--- src/rtl/pong_ball_engine.sv ---
// Pong ball physics and scoring: serve countdown, per-tick motion with wall bounce,
// paddle collision, point award and game-over handling.
module pong_ball_engine #(
  parameter int SCREEN_W    = 640,
  parameter int SCREEN_H    = 480,
  parameter int BALL_SIZE   = 10,
  parameter int PADDLE_W    = 10,
  parameter int PADDLE_H    = 50,
  parameter int P1_X        = 20,
  parameter int P2_X        = 620,
  parameter int SPEED       = 2,
  parameter int WIN_SCORE   = 9,
  parameter int SERVE_DELAY = 60
) (
  input  logic        clk,
  input  logic        reset,
  input  logic        tick,
  input  logic        serve,
  input  logic [9:0]  p1_pos,
  input  logic [9:0]  p2_pos,
  output logic [10:0] ball_x,
  output logic [9:0]  ball_y,
  output logic [3:0]  p1_score,
  output logic [3:0]  p2_score,
  output logic        point_p1,
  output logic        point_p2,
  output logic        game_over
);

  localparam int CNT_W = (SERVE_DELAY > 1) ? $clog2(SERVE_DELAY) : 1;
  localparam logic [CNT_W-1:0] CNT_LAST = CNT_W'(SERVE_DELAY - 1);

  localparam logic [11:0] SW    = 12'(SCREEN_W);
  localparam logic [11:0] BS    = 12'(BALL_SIZE);
  localparam logic [11:0] PW    = 12'(PADDLE_W);
  localparam logic [11:0] PH    = 12'(PADDLE_H);
  localparam logic [11:0] X1    = 12'(P1_X);
  localparam logic [11:0] X2    = 12'(P2_X);
  localparam logic [11:0] SPD   = 12'(SPEED);
  localparam logic [11:0] Y_MAX = 12'(SCREEN_H - BALL_SIZE);

  localparam logic [10:0] X_CTR = 11'((SCREEN_W - BALL_SIZE) / 2);
  localparam logic [9:0]  Y_CTR = 10'((SCREEN_H - BALL_SIZE) / 2);
  localparam logic [3:0]  WIN   = 4'(WIN_SCORE);

  typedef enum logic [2:0] {
    S_IDLE  = 3'd0,
    S_SERVE = 3'd1,
    S_MOVE  = 3'd2,
    S_CHECK = 3'd3,
    S_POINT = 3'd4,
    S_OVER  = 3'd5
  } state_t;

  state_t             state_q, state_d;
  logic [10:0]        x_q, x_d;
  logic [9:0]         y_q, y_d;
  logic               dx_q, dx_d;     // 1 = moving right
  logic               dy_q, dy_d;     // 1 = moving down
  logic [CNT_W-1:0]   cnt_q, cnt_d;
  logic [3:0]         p1s_q, p1s_d;
  logic [3:0]         p2s_q, p2s_d;
  logic               scorer_q, scorer_d;  // 1 = P1 took the point

  logic [11:0] x12, y12, p1_12, p2_12;
  logic        hit_l, hit_r;

  function automatic logic [3:0] sat_inc(input logic [3:0] s);
    return (s >= WIN) ? WIN : s + 4'd1;
  endfunction

  function automatic logic overlap_y(input logic [11:0] y, input logic [11:0] top);
    return ((y + BS) > top) && (y < (top + PH));
  endfunction

  assign x12   = {1'b0, x_q};
  assign y12   = {2'b0, y_q};
  assign p1_12 = {2'b0, p1_pos};
  assign p2_12 = {2'b0, p2_pos};

  assign hit_l = !dx_q && (x12 <= X1 + PW) && ((x12 + BS) > X1) && overlap_y(y12, p1_12);
  assign hit_r =  dx_q && ((x12 + BS) >= X2) && (x12 < X2 + PW) && overlap_y(y12, p2_12);

  always_comb begin
    state_d  = state_q;
    x_d      = x_q;
    y_d      = y_q;
    dx_d     = dx_q;
    dy_d     = dy_q;
    cnt_d    = cnt_q;
    p1s_d    = p1s_q;
    p2s_d    = p2s_q;
    scorer_d = scorer_q;

    case (state_q)
      S_IDLE: begin
        x_d = X_CTR;
        y_d = Y_CTR;
        if (serve) begin
          state_d = S_SERVE;
          dx_d    = 1'b1;
          dy_d    = 1'b1;
          cnt_d   = '0;
        end
      end

      S_SERVE: begin
        if (tick) begin
          if (cnt_q == CNT_LAST) begin
            cnt_d   = '0;
            state_d = S_MOVE;
          end else begin
            cnt_d = cnt_q + 1'b1;
          end
        end
      end

      S_MOVE: begin
        if (tick) begin
          state_d = S_CHECK;
          if (dx_q)            x_d = 11'(x12 + SPD);
          else if (x12 < SPD)  x_d = '0;
          else                 x_d = 11'(x12 - SPD);

          if (dy_q) begin
            if ((y12 + SPD) >= Y_MAX) begin
              y_d  = 10'(Y_MAX);
              dy_d = 1'b0;
            end else begin
              y_d = 10'(y12 + SPD);
            end
          end else begin
            if (y12 <= SPD) begin
              y_d  = '0;
              dy_d = 1'b1;
            end else begin
              y_d = 10'(y12 - SPD);
            end
          end
        end
      end

      // Paddle hits take priority over the edge test so a return at the wall still counts.
      S_CHECK: begin
        if (hit_l) begin
          x_d     = 11'(X1 + PW);
          dx_d    = 1'b1;
          state_d = S_MOVE;
        end else if (hit_r) begin
          x_d     = 11'(X2 - BS);
          dx_d    = 1'b0;
          state_d = S_MOVE;
        end else if (x12 == 12'd0) begin
          scorer_d = 1'b0;
          state_d  = S_POINT;
        end else if ((x12 + BS) >= SW) begin
          scorer_d = 1'b1;
          state_d  = S_POINT;
        end else begin
          state_d = S_MOVE;
        end
      end

      S_POINT: begin
        x_d   = X_CTR;
        y_d   = Y_CTR;
        cnt_d = '0;
        if (scorer_q) begin
          p1s_d   = sat_inc(p1s_q);
          dx_d    = 1'b1;
          state_d = (sat_inc(p1s_q) == WIN) ? S_OVER : S_SERVE;
        end else begin
          p2s_d   = sat_inc(p2s_q);
          dx_d    = 1'b0;
          state_d = (sat_inc(p2s_q) == WIN) ? S_OVER : S_SERVE;
        end
      end

      S_OVER: begin
        x_d = X_CTR;
        y_d = Y_CTR;
        if (serve) begin
          p1s_d   = '0;
          p2s_d   = '0;
          dx_d    = 1'b1;
          dy_d    = 1'b1;
          cnt_d   = '0;
          state_d = S_SERVE;
        end
      end

      default: state_d = S_IDLE;
    endcase
  end

  always_ff @(posedge clk) begin
    if (reset) begin
      state_q  <= S_IDLE;
      x_q      <= X_CTR;
      y_q      <= Y_CTR;
      dx_q     <= 1'b1;
      dy_q     <= 1'b1;
      cnt_q    <= '0;
      p1s_q    <= '0;
      p2s_q    <= '0;
      scorer_q <= 1'b0;
    end else begin
      state_q  <= state_d;
      x_q      <= x_d;
      y_q      <= y_d;
      dx_q     <= dx_d;
      dy_q     <= dy_d;
      cnt_q    <= cnt_d;
      p1s_q    <= p1s_d;
      p2s_q    <= p2s_d;
      scorer_q <= scorer_d;
    end
  end

  assign ball_x    = x_q;
  assign ball_y    = y_q;
  assign p1_score  = p1s_q;
  assign p2_score  = p2s_q;
  assign point_p1  = (state_q == S_POINT) &&  scorer_q;
  assign point_p2  = (state_q == S_POINT) && !scorer_q;
  assign game_over = (state_q == S_OVER);

endmodule

--- config.mk ---
export PLATFORM = sky130hd
export DESIGN_NAME = pong_ball_engine
export DESIGN_NICKNAME = d
export VERILOG_FILES = /design/src/rtl/pong_ball_engine.sv
export SDC_FILE = /design/constraint.sdc
export NUM_CORES = 1
export LEC_CHECK = 0
export ABC_AREA = 1
export ABC_CLOCK_PERIOD_IN_PS = 2410
export BUFFER_PORTS_ARGS = -buffer_cell sky130_fd_sc_hd__buf_2
export CORE_UTILIZATION = 54
export DETAILED_ROUTE_END_ITERATION = 10
export PLACE_DENSITY = 0.77
export SYNTH_ARGS = -nofsm -noshare
export SYNTH_HDL_FRONTEND = slang
export SYNTH_SLANG_ARGS = --single-unit
--- constraint.sdc ---
create_clock -name clk -period 2.41 [get_ports clk]
set_clock_uncertainty 0.2 [all_clocks]
set_input_delay 0.1205 -clock clk [delete_from_list [all_inputs] [get_ports clk]]
set_output_delay 0.1205 -clock clk [all_outputs]
set_load 0.01 [all_outputs]
==> flow_summary.ini <==
[layout]
syn_to_final_growth_pct = 25.24
antennaDiodeCount = 0
drive_gt1_share_pct = 23.82
multiInputGateArea_sq_mm = 0.003623
regArea_sq_um = 842.1
nNetsFinal = 966
design_area_sq_mm = 0.005923
nFillCells = 765

[global_route]
grt_pass1_wl_um = 23180
antenna_found_initial = 0
gr-usage-met3_pct = 4.466
grt_usage_pct = 32.19
grt_most_used_layer = met2
grt_max_degree = 20
grt_use_met1_pct = 41.76
grtUsageMet2_pct = 55.42
grt_overflow = 0
grt_pass1_vias = 5035

[logic_synthesis]
ys_ff_latch = 41
synth_xor_area_share_pct = 6.481
synthTopCellsByArea = dfxtp_1 (17%), nand2_1 (15%), ha_1 (14%)
netlist_area_sq_mm = 0.004730
synth_top_area_share_pct = 17.35
syn-num-nets = 845
synth_area_leader_cell = dfxtp_1
synth-seq-area-share_pct = 17.35
yosys.area_share.simple_pct = 38.60
synth_warnings = 0
synthMuxAreaShare_pct = 0
synth_cell_type_count = 41
postSynthAreaPerCell_sq_um = 6.158
synth_compound_area_share_pct = 13.62
synth_cells = 768
synth_adder_area_share_pct = 14.02
synth_top_family_by_area = simple AND/OR/NAND/NOR gates

[setup_path]
rr_startpoint = ball_y[1]
cp.arrival_ns = 2.74
timing_worst_setup_path_type = reg -> reg
critPathRequiredTime_ns = 2.40
rr_endpoint = ball_x[10]
worstSetupStartpoint = ball_y[1]
worstRegToRegCells = 21
crit_fanout = 6
rrSetupSlack_ns = -0.33
cp-start-kind = flip-flop
crit_end = ball_x[10]
end_kind = flip-flop

[job]
maxCapViolCount = 0

[floorplan]
die_w_um = 95.59
start_util_pct = 56.71
fp.dieH_um = 95.59
core-area_sq_mm = 0.008341
dieArea_sq_mm = 0.009136
rows = 33
io_pins = 56

[route]
remaining_drc_errors = 0
drt_iter0_markers = 404
final_antenna_net_count = 0
viasPerCell = 5.565
firstDrtPassIters = 5
wirelength_um = 14290
wl_per_cell_um = 14.36
via_count = 5537

[power_and_ir_drop]
leakage_uw = 0.002949
p_total_uw = 5981
ir_worst_vdd_mv = 0.7104
p_per_area_mw_per_mm2 = 1010

[timing]
slew_violations = 0
setup_viol = 15
period_needed_ns = 2.743
fmax_ghz = 0.3645
hold_viol_final = 0
fin_crit_sh_pct = 113.8
max-slew-margin-rel_pct = 59.83
worstMarginPinSlew_ns = 0.6012
holdWs_ns = 0.04445
rsz0062_at_grt = true
fin_ws_ns = -0.3334
timing.setup.tns_ns = -4.380

[min_path]
min_from = reset
hold_class = in -> reg

[clocking]
cts-htree-levels = 2
cts_buffer_depth = 2
cts-buffers-inserted = 5
clock_sinks = 41
clk_latency_ns = 0.30
path_clk_slew_ns = 0.09
cts_root_buf = clkbuf_8
cts_tree = yes

[placement]
place_area_sq_mm = 0.005602
port_buffers = 55
pre_cts_slack_ns = -0.3464
routabilityCongestion = 1.020
dp_hpwl_um = 11370

[run_status]
run_status = finished, violations left
violations = negative setup slack
registers in the layout, summed over array words and instances, names as in the netlist:
| name | cells |
|---|---|
| scorer_q | 1 |
| p1_score | 4 |
| dy_q | 1 |
| state_q | 3 |
| ball_x | 11 |
| dx_q | 1 |
| p2_score | 4 |
| ball_y | 10 |
| cnt_q | 6 |
layer usage:
layer  wire length (um)  share of wire [%]
met5                  0                  0
met4                229                1.6
met3               1091                7.6
met2               6634                 46
met1               6338                 44
cell families (layout without fill, tap and decap cells):
| logic type | after synthesis | in the layout |
|---|---|---|
| and+or+nand+nor | 406 | 408 |
| xor gates and xnor gates | 35 | 35 |
| adders and majority gates | 53 | 53 |
| DFF | 41 | 41 |
| AOI/OAI and AO/OA | 114 | 114 |
| buffers and inverters | 119 | 239 |
worst min path at each step:
stage                     depth (start not counted)     endpoint  slack (ns)
after floorplan                                   3  p1_score[3]        0.12
after global placement                            4  p1_score[3]        0.25
after detailed placement                          4  p1_score[3]        0.25
after CTS                                         3    ball_y[4]        0.04
after global routing                              3  p2_score[3]        0.07
final                                             3    ball_y[4]        0.04
cell type report:
type / instances / share of cell area, %
Clock inverter: 3 / 0.7605
Inverter: 105 / 6.675
Clock buffer: 5 / 1.162
Multi-Input combinational cell: 610 / 61.17
Timing Repair Buffer: 126 / 13.79
Tap cell: 105 / 2.218
Sequential cell: 41 / 14.22
power breakdown:
| part | switching (uW) | leakage, uW | internal (uW) | total (uW) |
|---|---|---|---|---|
| sequential | 260 | 0.000336 | 866 | 1130 |
| combinational | 2600 | 0.00255 | 1680 | 4280 |
| clock | 263 | 0.0000587 | 311 | 574 |
| total | 3130 | 0.00295 | 2850 | 5980 |
timing repair:
action	CTS	global route
hold buffers	2	0
resized for setup	10	25
buffers inserted	2	2
hold endpoints to repair	2	0
pin swaps	15	16
gates cloned	2	0
endpoints found under the setup margin	15	20
layout by cell type (no fill, tap or decap), types with 4 or more instances in the layout:
master	synthesis	final
nand2_1	194	185
inv_1	96	91
nor2_1	84	76
buf_4	4	68
nand3_1	61	60
buf_2	5	55
a21oi_1	56	53
ha_1	53	48
dfxtp_1	41	34
xor2_1	31	30
o21ai_0	27	25
nand4_1	16	16
nand2_2	6	15
nor2_2	7	14
nor3_1	14	13
inv_2	5	10
o211ai_1	9	9
nor2_4	4	5
ha_4	0	5
dfxtp_4	0	5
clkbuf_8	0	5
xnor2_1	4	4
nand3_2	3	4
nand2_4	4	4
or2_2	4	4
critical path, stage by stage, from the launching register on:
cell	delay (ns)
dfxtp_4	0.37
ha_4	0.14
nor2_4	0.04
nor3_2	0.16
xor2_1	0.23
ha_1	0.29
nand2_2	0.09
inv_2	0.03
nand2_1	0.05
nand2_1	0.05
nand3_1	0.08
nand2_1	0.07
nor2_2	0.10
nor2_2	0.05
nand3_2	0.08
nor2_4	0.04
nor2_4	0.19
nand2_8	0.11
nand2_8	0.11
nand2_2	0.05
nand2_1	0.06
nor2_1	0.04
cells in the mapped netlist:
library cell  number
nand2_1          194
inv_1             96
nor2_1            84
nand3_1           61
a21oi_1           56
ha_1              53
dfxtp_1           41
xor2_1            31
o21ai_0           27
nand4_1           16
nor3_1            14
o211ai_1           9
nor2_2             7
nand2_2            6
a21boi_0           5
buf_2              5
inv_2              5
buf_4              4
clkbuf_1           4
clkinv_1           4
nand2_4            4
nor2_4             4
or2_2              4
xnor2_1            4
a211oi_1           3
a21o_1             3
nand3_2            3
nand3b_1           3
a31oi_1            2
nor3b_1            2
o21a_1             2
o221ai_1           2
o22ai_1            2
and2_4             1
clkbuf_2           1
nand3_4            1
nor3_2             1
o21ai_1            1
o21bai_1           1
o32ai_1            1
or2_1              1
metrics by stage:
stage,util [%],std cells
floorplan,-,768
CTS,69.64,993
detailed placement,67.16,979
finish,71.02,995
global placement,67.16,979
global route,71.02,995
Power figures use the tool's default switching activity.
